## src/rtl/sram_axi_arbiter_pkg.sv

```systemverilog
// sram_axi_arbiter_pkg: shared FSM states, AXI constants and write-strobe helper.
package sram_axi_arbiter_pkg;
  typedef enum logic [2:0] {IDLE, RD_ADDR, RD_DATA, WR_REQ, WR_RESP} state_t;
  localparam logic [1:0] AXI_BURST_INCR = 2'b01;
  localparam logic [1:0] AXI_RESP_OKAY = 2'b00;
  localparam logic [1:0] SZ_BYTE = 2'd0;
  localparam logic [1:0] SZ_HALF = 2'd1;
  localparam logic [1:0] SZ_WORD = 2'd2;
  // size 3 is not a legal sram-like size and falls back to a full word
  function automatic logic [3:0] wstrb_of(input logic [1:0] size, input logic [1:0] lane);
    return size >= SZ_WORD ? 4'b1111 : (size == SZ_BYTE ? 4'b0001 : 4'b0011) << lane;
  endfunction
endpackage

```

## src/rtl/sram_axi_arbiter_rr_arbiter.sv

```systemverilog
// rr_arbiter: combinational round-robin pick of the first requester after ptr.
module rr_arbiter #(
  parameter int NUM_CH = 2,
  parameter int IW = 1
) (
  input  logic [NUM_CH-1:0] req,
  input  logic [IW-1:0]     ptr,
  input  logic              enable,
  output logic [NUM_CH-1:0] grant,
  output logic [IW-1:0]     idx
);
  logic [IW-1:0] k;
  always_comb begin
    grant = '0;
    idx = '0;
    k = ptr;
    for (int i = 0; i < NUM_CH; i++) begin
      k = k == IW'(NUM_CH - 1) ? '0 : k + 1'b1;
      if (enable && grant == '0 && req[k]) begin
        grant[k] = 1'b1;
        idx = k;
      end
    end
  end
endmodule

```

## src/rtl/sram_axi_arbiter.sv

```systemverilog
// sram_axi_arbiter: round-robin NUM_CH sram-like channels onto one AXI3 master, one transaction outstanding.
// Define SRAM_AXI_RESP_ERR_EN to add ch_err, flagging a non-OKAY rresp/bresp alongside ch_data_ok.
module sram_axi_arbiter
  import sram_axi_arbiter_pkg::*;
#(
  parameter int NUM_CH = 2,
  parameter int ID_W = 4,
  parameter int ADDR_W = 32
) (
  input  logic                     clk,
  input  logic                     rstn,
  input  logic [NUM_CH-1:0]        ch_req,
  input  logic [NUM_CH-1:0]        ch_wr,
  input  logic [2*NUM_CH-1:0]      ch_size,
  input  logic [ADDR_W*NUM_CH-1:0] ch_addr,
  input  logic [32*NUM_CH-1:0]     ch_wdata,
  output logic [NUM_CH-1:0]        ch_addr_ok,
  output logic [NUM_CH-1:0]        ch_data_ok,
  output logic [31:0]              ch_rdata,
  output logic [ID_W-1:0]          arid,
  output logic [ADDR_W-1:0]        araddr,
  output logic [3:0]               arlen,
  output logic [2:0]               arsize,
  output logic [1:0]               arburst,
  output logic                     arvalid,
  input  logic                     arready,
  input  logic [ID_W-1:0]          rid,
  input  logic [31:0]              rdata,
  input  logic [1:0]               rresp,
  input  logic                     rlast,
  input  logic                     rvalid,
  output logic                     rready,
  output logic [ID_W-1:0]          awid,
  output logic [ADDR_W-1:0]        awaddr,
  output logic [3:0]               awlen,
  output logic [2:0]               awsize,
  output logic [1:0]               awburst,
  output logic                     awvalid,
  input  logic                     awready,
  output logic [ID_W-1:0]          wid,
  output logic [31:0]              wdata,
  output logic [3:0]               wstrb,
  output logic                     wlast,
  output logic                     wvalid,
  input  logic                     wready,
  input  logic [ID_W-1:0]          bid,
  input  logic [1:0]               bresp,
  input  logic                     bvalid,
  output logic                     bready
`ifdef SRAM_AXI_RESP_ERR_EN
  ,
  output logic [NUM_CH-1:0]        ch_err
`endif
);
  localparam int IW = NUM_CH > 1 ? $clog2(NUM_CH) : 1;
  state_t state, nxt;
  logic [IW-1:0] rr_ptr, g_idx, id_q;
  logic [NUM_CH-1:0] grant, data_ok_q;
  logic [ADDR_W-1:0] addr_q;
  logic [1:0] size_q;
  logic [31:0] wdata_q;
  logic aw_done, w_done, err_q, arb_en, fire, rd_done, b_done;
  logic unused_ids;
  assign unused_ids = ^{rid, bid};
  // no grant in the data_ok cycle, so a new transaction starts the cycle after it
  assign arb_en = rstn && state == IDLE && data_ok_q == '0;
  assign fire = |grant;
  assign rd_done = state == RD_DATA && rvalid && rlast;
  assign b_done = state == WR_RESP && bvalid;
  rr_arbiter #(.NUM_CH(NUM_CH), .IW(IW)) u_arb (
    .req(ch_req), .ptr(rr_ptr), .enable(arb_en), .grant(grant), .idx(g_idx)
  );
  always_ff @(posedge clk or negedge rstn)
    if (!rstn) state <= IDLE;
    else state <= nxt;
  always_comb begin
    nxt = state;
    case (state)
      IDLE:    nxt = fire ? (|(grant & ch_wr) ? WR_REQ : RD_ADDR) : IDLE;
      RD_ADDR: nxt = arready ? RD_DATA : RD_ADDR;
      RD_DATA: nxt = rd_done ? IDLE : RD_DATA;
      WR_REQ:  nxt = (aw_done || awready) && (w_done || wready) ? WR_RESP : WR_REQ;
      WR_RESP: nxt = bvalid ? IDLE : WR_RESP;
      default: nxt = IDLE;
    endcase
  end
  always_comb begin
    ch_addr_ok = grant;
    ch_data_ok = data_ok_q;
    arvalid = state == RD_ADDR;
    rready = state == RD_DATA;
    awvalid = state == WR_REQ && !aw_done;
    wvalid = state == WR_REQ && !w_done;
    bready = state == WR_RESP;
    arid = ID_W'(id_q);
    araddr = addr_q;
    arlen = '0;
    arsize = {1'b0, size_q};
    arburst = arvalid ? AXI_BURST_INCR : 2'b00;
    awid = ID_W'(id_q);
    awaddr = addr_q;
    awlen = '0;
    awsize = {1'b0, size_q};
    awburst = awvalid ? AXI_BURST_INCR : 2'b00;
    wid = ID_W'(id_q);
    wdata = wdata_q;
    wstrb = wvalid ? wstrb_of(size_q, addr_q[1:0]) : 4'b0000;
    wlast = wvalid;
  end
  always_ff @(posedge clk or negedge rstn)
    if (!rstn) begin
      rr_ptr <= IW'(NUM_CH - 1);
      id_q <= '0;
      addr_q <= '0;
      size_q <= '0;
      wdata_q <= '0;
      aw_done <= 1'b0;
      w_done <= 1'b0;
      data_ok_q <= '0;
      ch_rdata <= '0;
      err_q <= 1'b0;
    end else begin
      data_ok_q <= rd_done || b_done ? NUM_CH'(1) << id_q : '0;
      if (fire) begin
        rr_ptr <= g_idx;
        id_q <= g_idx;
        addr_q <= ch_addr[g_idx*ADDR_W +: ADDR_W];
        size_q <= ch_size[2*g_idx +: 2];
        wdata_q <= ch_wdata[32*g_idx +: 32];
        aw_done <= 1'b0;
        w_done <= 1'b0;
      end
      if (awvalid && awready) aw_done <= 1'b1;
      if (wvalid && wready) w_done <= 1'b1;
      if (rd_done) begin
        ch_rdata <= rdata;
        err_q <= rresp != AXI_RESP_OKAY;
      end
      if (b_done) err_q <= bresp != AXI_RESP_OKAY;
    end
`ifdef SRAM_AXI_RESP_ERR_EN
  assign ch_err = err_q ? data_ok_q : '0;
`else
  logic unused_resp;
  assign unused_resp = ^{err_q, rresp, bresp};
`endif
endmodule

```

## config.mk

```make
export PLATFORM = sky130hd
export DESIGN_NAME = sram_axi_arbiter
export DESIGN_NICKNAME = d
export VERILOG_FILES = /design/src/rtl/sram_axi_arbiter_pkg.sv /design/src/rtl/sram_axi_arbiter_rr_arbiter.sv /design/src/rtl/sram_axi_arbiter.sv
export SDC_FILE = /design/constraint.sdc
export NUM_CORES = 1
export LEC_CHECK = 0
export ABC_AREA = 1
export BUFFER_PORTS_ARGS = -buffer_cell sky130_fd_sc_hd__buf_2
export CORE_AREA = 2 2 141 143
export CTS_BUF_LIST = sky130_fd_sc_hd__clkbuf_8
export DETAILED_ROUTE_END_ITERATION = 10
export DIE_AREA = 0 0 143 145
export PLACE_DENSITY = 0.65
export RECOVER_POWER = 25
export SYNTH_ARGS = -nofsm -noshare
export SYNTH_HDL_FRONTEND = slang
export SYNTH_HIERARCHICAL = 1
export SYNTH_SLANG_ARGS = --single-unit
```

## constraint.sdc

```tcl
create_clock -name clk -period 3.25 [get_ports clk]
set_clock_uncertainty 0.1 [all_clocks]
set_input_delay 0.65 -clock clk [delete_from_list [all_inputs] [get_ports clk]]
set_output_delay 0.65 -clock clk [all_outputs]
set_load 0.03 [all_outputs]
```

==> results of run 1 <==
power by group through the flow:
stage	combinational, uW	sequential (uW)	clock (uW)
after floorplan	1950	3530	0
after global placement	4050	2410	0
after detailed placement	4100	2420	0
after CTS	4100	2410	980
after global routing	4380	2490	1030
final	4050	2390	929
critical path, cell delays in order, from the launching register on:
cell,delay (ps)
dfrtp_1,440
inv_1,130
nand2_1,70
nor2_1,150
nand2_1,80
nor3_1,230
nand2_1,150
a21oi_1,240
buf_2,250
metal layers:
metal / vias up / GRT usage / share of wire
met1: 2289 / 0.1930 / 0.44
met2: 190 / 0.2624 / 0.49
met3: 18 / 0.02904 / 0.059
li1: 2634 / - / -
met4: 0 / 0.04653 / 0.016
met5: - / 0 / 0
metrics by stage:
stage	setup WS (ps)	power [uW]	std cells	instance area, sq um
final	382.9	7367	1247	7331
after global routing	168.8	7896	1247	7331
after CTS	303.9	7489	1247	7347
after detailed placement	659.7	6524	1231	7116
after global placement	710.9	6461	1231	7116
after floorplan	770.1	5484	729	5650
sequential cells by signal (all words and copies together), names as in the netlist:
register	count
araddr	32
aw_done	1
ch_data_ok	2
ch_rdata	32
id_q	1
rr_ptr	1
size_q	2
state	3
w_done	1
wdata	32
logic make-up (layout without fill, tap and decap cells):
kind of cell	Yosys count	after routing
compound gates	144	144
buf+inv	245	498
flops	107	107
other cells	1	21
simple gates	212	212
layout make-up:
class,instances,area [sq um],area share
Timing Repair Buffer,334,1735,0.2367
Tap cell,265,331.6,0.04523
Multi-Input combinational cell,377,1798,0.2453
Clock inverter,7,107.6,0.01468
Inverter,148,555.5,0.07578
Clock buffer,9,123.9,0.01690
Sequential cell,107,2679,0.3654
cells in the mapped netlist:
cell type  count
buf_4         63
nand2_2        1
nand2_1      190
or2_1          1
o211ai_1      65
nand3_1        6
dfrtp_1      106
conb_1         1
clkbuf_1      15
inv_1        146
nor2_2         2
inv_2          2
buf_2         19
a21oi_1        9
nor2_1         6
nor3_1         3
o21ai_1        7
nand3_2        1
nand4_1        2
dfstp_2        1
o22ai_1        1
o21ai_0       62
worst min path at each step:
| stage | startpoint | end | cells after the start |
|---|---|---|---|
| after floorplan | rstn | araddr[0]$_DFFE_PN0N_ | 0 |
| after global placement | ch_rdata[7]$_DFFE_PN0P_ | ch_rdata[7]$_DFFE_PN0P_ | 2 |
| after detailed placement | ch_rdata[0]$_DFFE_PN0P_ | ch_rdata[0]$_DFFE_PN0P_ | 2 |
| after CTS | rdata[3] | ch_rdata[3]$_DFFE_PN0P_ | 3 |
| after global routing | rdata[27] | ch_rdata[27]$_DFFE_PN0P_ | 3 |
| final | rdata[3] | ch_rdata[3]$_DFFE_PN0P_ | 3 |
==> metrics.md, run 1 <==
| Metric | Value |
|---|---|
| Final core occ | `0.3817` |
| Hold Buf Count CTS | `0` |
| All-Layer GR Usage | `0.1528` |
| Vias | `5,131` |
| Worst min path class | `in -> reg` |
| Post-synthesis mux area share | `0` |
| P_sw | `3924 uW` |
| Max cap viols | `0` |
| Share of layout cells above drive strength 1 | `0.3585` |
| Peak supply drop | `0.0004082 V` |
| 1st-iter DRT viols | `268` |
| Min Clock Period, post-route | `2867 ps` |
| Root Buffer | `clkbuf_8` |
| Final Hold Vio Count | `0` |
| Final Cycle Share | `0.8822` |
| Antenna viol nets, final | `0` |
| Largest net degree at the start of global routing | `75` |
| TritonCTS Sinks | `107` |
| Internal power | `3443 uW` |
| Peak Freq | `348.8 MHz` |
| Setup crit end | `ch_addr_ok[1]` |
| Critical Path Fanout Max | `5` |
| I/O pin total | `360` |
| Clk slew on worst S/H paths | `130 ps` |
| Setup crit start kind | `flop` |
| CP startpoint | `state[0]$_DFF_PN0_` |
| Initial antenna violation count | `0` |
| Number of global-route vias before repair | `4,863` |
| YS warnings | `6` |
| Pwr per Cell Area | `1005 nW/um^2` |
| Switching Fraction | `0.5326` |
| # diodes | `0` |
| Mapped Area | `5575 sq um` |
| Area leader, netlist | `dfrtp_1` |
| Post-synthesis sequential area ratio | `0.4805` |
| Final Slew Violations | `0` |
| Synth Area in XOR/XNOR | `0` |
| Setup TNS | `0 ps` |
| CTS resizes | `0` |
| Main area contributors after synthesis | `dfrtp_1, nand2_1, inv_1, o211ai_1, buf_4` |
| Mean number of vias per cell | `4.115` |
| Top-area cell type share of the netlist area | `0.4758` |
| Pre-Repair DR Iteration Count | `4` |
| Actual slew at the worst max-slew pin | `1393 ps` |
| Mapped Avg Cell Area | `7.864 sq um` |
| First-pass GRT wire length | `25,190 microns` |
| CTS H-tree depth | `3` |
| Wirelength, routed | `15,920 microns` |
| Seq pwr share | `0.325` |
| WP data required | `2500 ps` |
| R2R depth | `11` |
| Max Root-Sink Buffers | `2` |
| RR Startpoint | `state[0]$_DFF_PN0_` |
| Hold_ws | `347.2 ps` |
| Die Area | `20,740 sq um` |
| Post CTS Setup Buffer Count | `0` |
| Synth cell types | `22` |
| Max-slew headroom | `0.07166` |
| RSZ-0062 raised after global routing | `false` |
| Most frequent cells in the layout | `buf_2, nand2_1, inv_1` |
| CTS tree | `done` |
| Skew-Pair Late Insertion Delay | `390 ps` |
| Worst Path Arrival | `2120 ps` |
| LEAKAGE | `0.004184 uW` |
| Logic pwr share | `0.549` |
| Wire length per cell | `12.77 microns` |
| Post-synthesis simple-gate area fraction | `0.1486` |
| Cts bufs inserted | `9` |
| Outcome | `completed` |
| Global route overflow | `0` |
| Port Buffer Count | `326` |
| Synth Area in Compound Gates | `0.1587` |
| Die Y | `145 microns` |
| Initial Util | `0.2903` |
| Synth-to-layout area growth | `31.49%` |
| RePlAce Congestion | `0.7868` |
| R2R Setup Slk | `670 ps` |
| CP Capture Type | `primary output` |
| Clock power share | `0.126` |
| Commonest non-fill, non-tap cell in the layout | `buf_2` |
| Die width | `143 microns` |
| Reg-to-Reg End | `araddr[25]$_DFFE_PN0N_` |
| Final nets | `1,165` |
| Worst setup path class | `reg -> out` |
| Fill count | `2,041` |
| Post-DP HPWL | `11,900 microns` |
| Post-Synth Adder-Cell Area | `0` |
| Core area | `19,210 sq um` |
| Cells after synthesis | `709` |
| DRC | `0` |
| Synth Register Bits | `107` |
| Largest family of logic cells by synthesized area | `buffers and inverters` |
| # setup viols final | `0` |
| Core Rows | `51` |
(Power assumes the default switching activity.)
==> run 2: changes to the inputs <==
ABC_AREA = not set   (was 1)
CORE_AREA = not set   (was 2 2 141 143)
CORE_UTILIZATION = 27   (was not set)
DIE_AREA = not set   (was 0 0 143 145)
PLACE_DENSITY = 0.62   (was 0.65)
SLEW_MARGIN = 15   (was not set)
==> run 2 against run 1 <==
Net effect:
- power down 2.0%
- die area fell by 2.0%
- synthesized cell count down 32%
- flip-flop and latch count unchanged
- worst hold slack better by 40 ps
- via count fell by 19%
- area after synthesis fell by 4.4%
- sequential power hardly changed
- design area shrank 4.8%
- critical path type unchanged
==> metrics.md, run 2 <==
| Metric | Value |
|---|---|
| Wire length per cell | `13.19 microns` |
| Post-DP HPWL | `10,350 microns` |
| 1st-iter DRT viols | `95` |
| Actual slew at the worst max-slew pin | `1159 ps` |
| Setup TNS | `0 ps` |
| Final nets | `941` |
| Clk slew on worst S/H paths | `110 ps` |
| CTS H-tree depth | `3` |
| Core Rows | `51` |
| Pre-Repair DR Iteration Count | `4` |
| Final Slew Violations | `0` |
| Most numerous cell in the Yosys netlist | `dfrtp_1` |
| RSZ-0062 raised after global routing | `false` |
| Setup crit start kind | `flop` |
| Cells after DPL | `1,007` |
| P_sw | `3642 uW` |
| Area leader, netlist | `dfrtp_1` |
| Fill count | `2,020` |
| Max cap viols | `0` |
| Core area | `19,400 sq um` |
| RR Startpoint | `state[0]$_DFF_PN0_` |
| All-Layer GR Usage | `0.1255` |
| Reg-to-Reg End | `wdata[15]$_DFFE_PN0N_` |
| Logic pwr share | `0.543` |
| Top-area cell type share of the netlist area | `0.4974` |
| Number of global-route vias before repair | `3,766` |
| Synth Register Bits | `107` |
| Mean number of vias per cell | `4.070` |
| R2R Setup Slk | `870 ps` |
| Cells after synthesis | `479` |
| Final Cycle Share | `0.8697` |
| Synth Flop Type | `dfrtp_1` |
| Fraction of registers with async set/reset | `1.000` |
| Cts bufs inserted | `9` |
| Placed cell area | `6818 sq um` |
| Mapped Avg Cell Area | `11.13 sq um` |
| Seq pwr share | `0.334` |
| LEAKAGE | `0.003618 uW` |
| Final instance area | `6980 sq um` |
| First-pass GRT wire length | `19,330 microns` |
| CP Capture Type | `primary output` |
| Worst min path class | `reg -> reg` |
| Critical Path Fanout Max | `9` |
| Antenna viol nets, final | `0` |
| Min Clock Period, post-route | `2826 ps` |
| Clock power share | `0.123` |
| Peak Freq | `353.8 MHz` |
| I/O pin total | `360` |
| Switching Fraction | `0.5046` |
| Largest net degree at the start of global routing | `69` |
| Post-synthesis sequential area ratio | `0.5023` |
| Reg area | `2679 sq um` |
| Port Buffer Count | `326` |
| Multi-input gate area | `2121 sq um` |
| CTS resizes | `0` |
| RePlAce Congestion | `0.7764` |
| Die width | `142.5 microns` |
| Wirelength, routed | `13,500 microns` |
| Mapped Area | `5333 sq um` |
| Die Y | `142.5 microns` |
| Max Root-Sink Buffers | `2` |
| Hold Buf Count CTS | `0` |
| Post CTS Setup Buffer Count | `0` |
| # setup viols final | `0` |
| CTS tree | `done` |
| Initial antenna violation count | `0` |
| DRC | `0` |
| Most frequent cells after synthesis | `dfrtp_1, nand2_1, buf_4, mux2i_1, o21ai_0` |
| YS warnings | `6` |
| CP startpoint | `state[0]$_DFF_PN0_` |
| Initial Util | `0.2749` |
| TritonCTS Sinks | `107` |
| WP data required | `2500 ps` |
| Worst Path Arrival | `2080 ps` |
| Max-slew headroom | `0.2271` |
| Worst setup path class | `reg -> out` |
| Synth-to-layout area growth | `30.90%` |
| Most frequent cells in the layout | `buf_2, dfrtp_1, nand2_1` |
| Synth cell types | `32` |
| Final core occ | `0.3598` |
| Die Area | `20,320 sq um` |
| Number of flops mapped to enable cells by yosys | `0` |
| Vias | `4,164` |
| Share of layout cells above drive strength 1 | `0.4551` |
| Skew-Pair Late Insertion Delay | `370 ps` |
| Power Total | `7218 uW` |
| # diodes | `0` |
| Root Buffer | `clkbuf_8` |
| Final Hold Vio Count | `0` |
| Commonest non-fill, non-tap cell in the layout | `buf_2` |
| Pwr per Cell Area | `1034 nW/um^2` |
| Internal power | `3576 uW` |
| Outcome | `completed` |
| Finished Layout Cells | `1,023` |
| Peak supply drop | `0.0004770 V` |
| Global route overflow | `0` |
| Setup crit end | `ch_addr_ok[1]` |
| Main area contributors after synthesis | `dfrtp_1, mux2i_1, buf_4, mux2_4, o21ai_0` |
| R2R depth | `7` |
-- run 2: cell count changes after synthesis, moves of 4 or more --
cell / delta
nand2_1: -114
o211ai_1: -65
inv_1: -144
o21a_1: +4
buf_4: +4
o21ai_1: -7
o21ai_0: +5
buf_2: -12
mux2i_1: +67
nand3_1: -5
mux2_4: +30
-- run 2: how the worst min path moves through the flow --
stage          slack, ps                 endpoint  cells after the start             startpoint
2_1_floorplan        250    araddr[0]$_DFFE_PN0N_                      0                   rstn
3_3_place_gp         360    wdata[20]$_DFFE_PN0N_                      2  wdata[20]$_DFFE_PN0N_
3_5_place_dp         360    wdata[31]$_DFFE_PN0N_                      2  wdata[31]$_DFFE_PN0N_
4_1_cts              260    araddr[4]$_DFFE_PN0N_                      2                   rstn
5_1_grt              370  ch_rdata[8]$_DFFE_PN0P_                      2               rdata[8]
6_report             390    wdata[31]$_DFFE_PN0N_                      2  wdata[31]$_DFFE_PN0N_
-- run 2: layer usage --
layer,global-route usage,vias to the layer above,share of wire
li1,-,2085,-
met1,0.1412,1860,0.42
met2,0.2221,210,0.48
met3,0.03567,9,0.087
met4,0.05037,0,0.012
met5,0,-,0
-- run 2: kinds of logic after synthesis --
kind of cell | count (synthesis) | synth area share
compound gates | 85 | 0.08564
buf+inv | 91 | 0.1171
flops | 107 | 0.5023
mux | 99 | 0.2145
other cells | 1 | 0.0007032
simple gates | 96 | 0.07978
-- run 2: power groups by stage --
stage	logic (uW)	registers (uW)	clock network, uW
after floorplan	2030	3510	0
after global placement	4000	2410	0
after detailed placement	4030	2430	0
after CTS	4030	2420	939
after global routing	4200	2510	977
final	3920	2410	886
-- run 2: area by class of cell --
cell class                 instances  area share
clock buffer                      11     0.02169
tap                              265     0.04750
clock inverter                     5    0.009500
timing repair buffer             332      0.2327
multi-input combinational        301      0.3038
sequential                       107      0.3838
inverter                           2    0.001075
-- run 2: per-stage QoR --
| stage | setup slack (ps) | hold slack [ps] |
|---|---|---|
| floorplan | 785.4 | 254.4 |
| global placement | 810.8 | 356.7 |
| CTS | 358.3 | 260.6 |
| global route | 272.9 | 370.7 |
| detailed placement | 789.0 | 364.5 |
| finish | 423.6 | 387.2 |
-- run 2: critical path: stages, from the launching register on --
cell	delay (ps)
dfrtp_1	500
nor2_1	190
and4b_1	250
nand2_1	110
a21oi_1	370
buf_2	280
==> run 3: changes to the inputs <==
SYNTH_HIERARCHICAL = not set   (was 1)
==> run 3 against run 2 <==
Net effect:
- worst setup slack got worse by 130 ps
- count of clock-buffer cells in the layout down 2
- clock power down 7.4%
- first-iteration DRC count up 14%
- register-to-register slack improved by 190 ps
- core utilization increased by 0.42 points
- design area shrank 1.8%
- wire length grew 4.9%
- critical endpoint is now ch_addr_ok[0]
==> metrics.md, run 3 <==
| Metric | Value |
|---|---|
| Die Y | `141.0 microns` |
| Core area | `18,830 sq um` |
| I/O pin total | `360` |
| Actual slew at the worst max-slew pin | `935.9 ps` |
| Pwr per Cell Area | `1062 nW/um^2` |
| Switching Fraction | `0.5258` |
| Root Buffer | `clkbuf_8` |
| P_sw | `3828 uW` |
| Number of global-route vias before repair | `4,017` |
| CTS tree | `done` |
| CP Capture Type | `primary output` |
| Worst min path class | `in -> async` |
| DRC | `0` |
| Commonest non-fill, non-tap cell in the layout | `buf_2` |
| Mapped Area | `5215 sq um` |
| RSZ-0062 raised after global routing | `false` |
| Clk slew on worst S/H paths | `120 ps` |
| Internal power | `3452 uW` |
| WP data required | `2500 ps` |
| Number of flops mapped to enable cells by yosys | `0` |
| RePlAce Congestion | `0.7384` |
| Wire length per cell | `13.81 microns` |
| LEAKAGE | `0.003385 uW` |
| Global route overflow | `0` |
| Hold_ws | `291.8 ps` |
| Worst setup path class | `reg -> out` |
| Area leader, netlist | `dfrtp_1` |
| Post-synthesis sequential area ratio | `0.5137` |
| Fraction of registers with async set/reset | `1.000` |
| Cts bufs inserted | `9` |
| Cells after synthesis | `483` |
| Outcome | `completed` |
| First-pass GRT wire length | `21,170 microns` |
| Multi-input gate area | `2012 sq um` |
| Final nets | `947` |
| Max cap viols | `0` |
| Worst Path Arrival | `2210 ps` |
| Peak supply drop | `0.0004311 V` |
| CTS resizes | `0` |
| YS warnings | `0` |
| TritonCTS Sinks | `107` |
| Most frequent cells in the layout | `buf_2, dfrtp_1, nor2_1` |
| Synth Register Bits | `107` |
| Min Clock Period, post-route | `2961 ps` |
| Initial Util | `0.2769` |
| Top-area cell type share of the netlist area | `0.5086` |
| Pre-Repair DR Iteration Count | `4` |
| 1st-iter DRT viols | `108` |
| Placed cell area | `6726 sq um` |
| Die width | `141.0 microns` |
| Final Hold Vio Count | `0` |
| Vias | `4,260` |
| Mapped Avg Cell Area | `10.80 sq um` |
| Synth cell types | `31` |
| Synth Flop Type | `dfrtp_1` |
| Peak Freq | `337.8 MHz` |
| Port Buffer Count | `326` |
| Final Slew Violations | `0` |
| Most numerous cell in the Yosys netlist | `dfrtp_1` |
| Final instance area | `6855 sq um` |
| Wirelength, routed | `14,150 microns` |
| Reg area | `2679 sq um` |
| Clock power share | `0.113` |
| Post CTS Setup Buffer Count | `0` |
| Largest net degree at the start of global routing | `78` |
| Final Cycle Share | `0.9110` |
| Max incr delay on CP | `560 ps` |
| Setup crit start kind | `flop` |
| All-Layer GR Usage | `0.1410` |
| Max-slew headroom | `0.3761` |
| Mean number of vias per cell | `4.156` |
| Critical path's slowest cell | `or4_4` |
| CTS H-tree depth | `3` |
| Antenna viol nets, final | `0` |
| Synth-to-layout area growth | `31.45%` |
| CP cell instances | `or4_4 -> nor2_1 -> and3_1 -> buf_2` |
| Initial antenna violation count | `3` |
| Seq pwr share | `0.334` |
| Fill count | `1,931` |
| Main area contributors after synthesis | `dfrtp_1, mux2i_1, buf_4, mux2_2, a21oi_1` |
| Max Root-Sink Buffers | `2` |
| Setup TNS | `0 ps` |
| Skew-Pair Late Insertion Delay | `380 ps` |
| Hold Buf Count CTS | `0` |
| Die Area | `19,870 sq um` |
| Most frequent cells after synthesis | `dfrtp_1, nor2_1, a21oi_1` |
| Post-DP HPWL | `10,900 microns` |
| Core Rows | `50` |
| Share of layout cells above drive strength 1 | `0.4359` |
| # setup viols final | `0` |
| Logic pwr share | `0.554` |
| Critical Path Fanout Max | `11` |
## run 3: cell count changes in the layout (fill, tap and decap cells not counted), sizes merged, moves of 4 or more
cell,change
nand2,-72
o21ai,-64
nor2,+69
buf,-8
a21oi,+68
o21a,-4
clkbuf,+7
## run 3: routing by layer
layer / GRT usage / vias to the layer above / share of wire
met1: 0.1653 / 1910 / 0.41
li1: - / 2118 / -
met4: 0.02918 / 4 / 0.0068
met5: 0 / - / 0.0016
met2: 0.2446 / 218 / 0.49
met3: 0.05367 / 10 / 0.087
## run 3: area by class of cell
cell class,instances,area share
Clock inverter,7,0.01040
Tap cell,260,0.04745
Sequential cell,107,0.3908
Multi-Input combinational cell,305,0.2935
Antenna cell,1,0.0003650
Clock buffer,9,0.01807
Inverter,3,0.001643
Timing Repair Buffer,333,0.2378
## run 3: path summary, 6_finish.rpt
path	slack, ps	endpoint	startpoint	cells after the start
max	290	ch_addr_ok[0]	state[1]$_DFF_PN0_	4
min	290	wdata[16]$_DFFE_PN0P_	rstn	2
max reg2reg	1060	araddr[8]$_DFFE_PN0P_	state[1]$_DFF_PN0_	5
min reg2reg	420	aw_done$_DFFE_PN0P_	aw_done$_DFFE_PN0P_	1
max in group asynchronous	1440	wdata[6]$_DFFE_PN0P_	rstn	3
min in group clk	360	state[2]$_DFF_PN0_	bvalid	2
## run 3: worst max-delay path: cells and delay by family, from the launching register on
kind	cells	cell delay, ps
and+or+nand+nor	3	1100
DFF	1	510
buffers and inverters	1	220
## run 3: cell families after synthesis
logic type,after synthesis,synth area share
other,1,0.0007191
AND/OR/NAND/NOR,98,0.08181
AO/OA/AOI/OAI,86,0.08686
buffers and inverters,91,0.1171
flip-flops,107,0.5137
multiplexers,100,0.1999
## run 3: metrics by stage
stage	instances	worst slack [ps]	util	total power [uW]
after floorplan	503	759.7	-	5654
final	1025	289.4	0.3641	7280
after global placement	1008	730.6	0.3572	6564
after global routing	1024	84.54	0.3639	7789
after CTS	1024	240.7	0.3676	7485
after detailed placement	1008	708.6	0.3572	6625
## run 3: power by group through the flow
stage | registers, uW | logic (uW) | clock network, uW
after floorplan | 3580 | 2070 | 0
final | 2430 | 4030 | 820
after global placement | 2430 | 4140 | 0
after global routing | 2530 | 4340 | 923
after CTS | 2430 | 4170 | 879
after detailed placement | 2450 | 4180 | 0
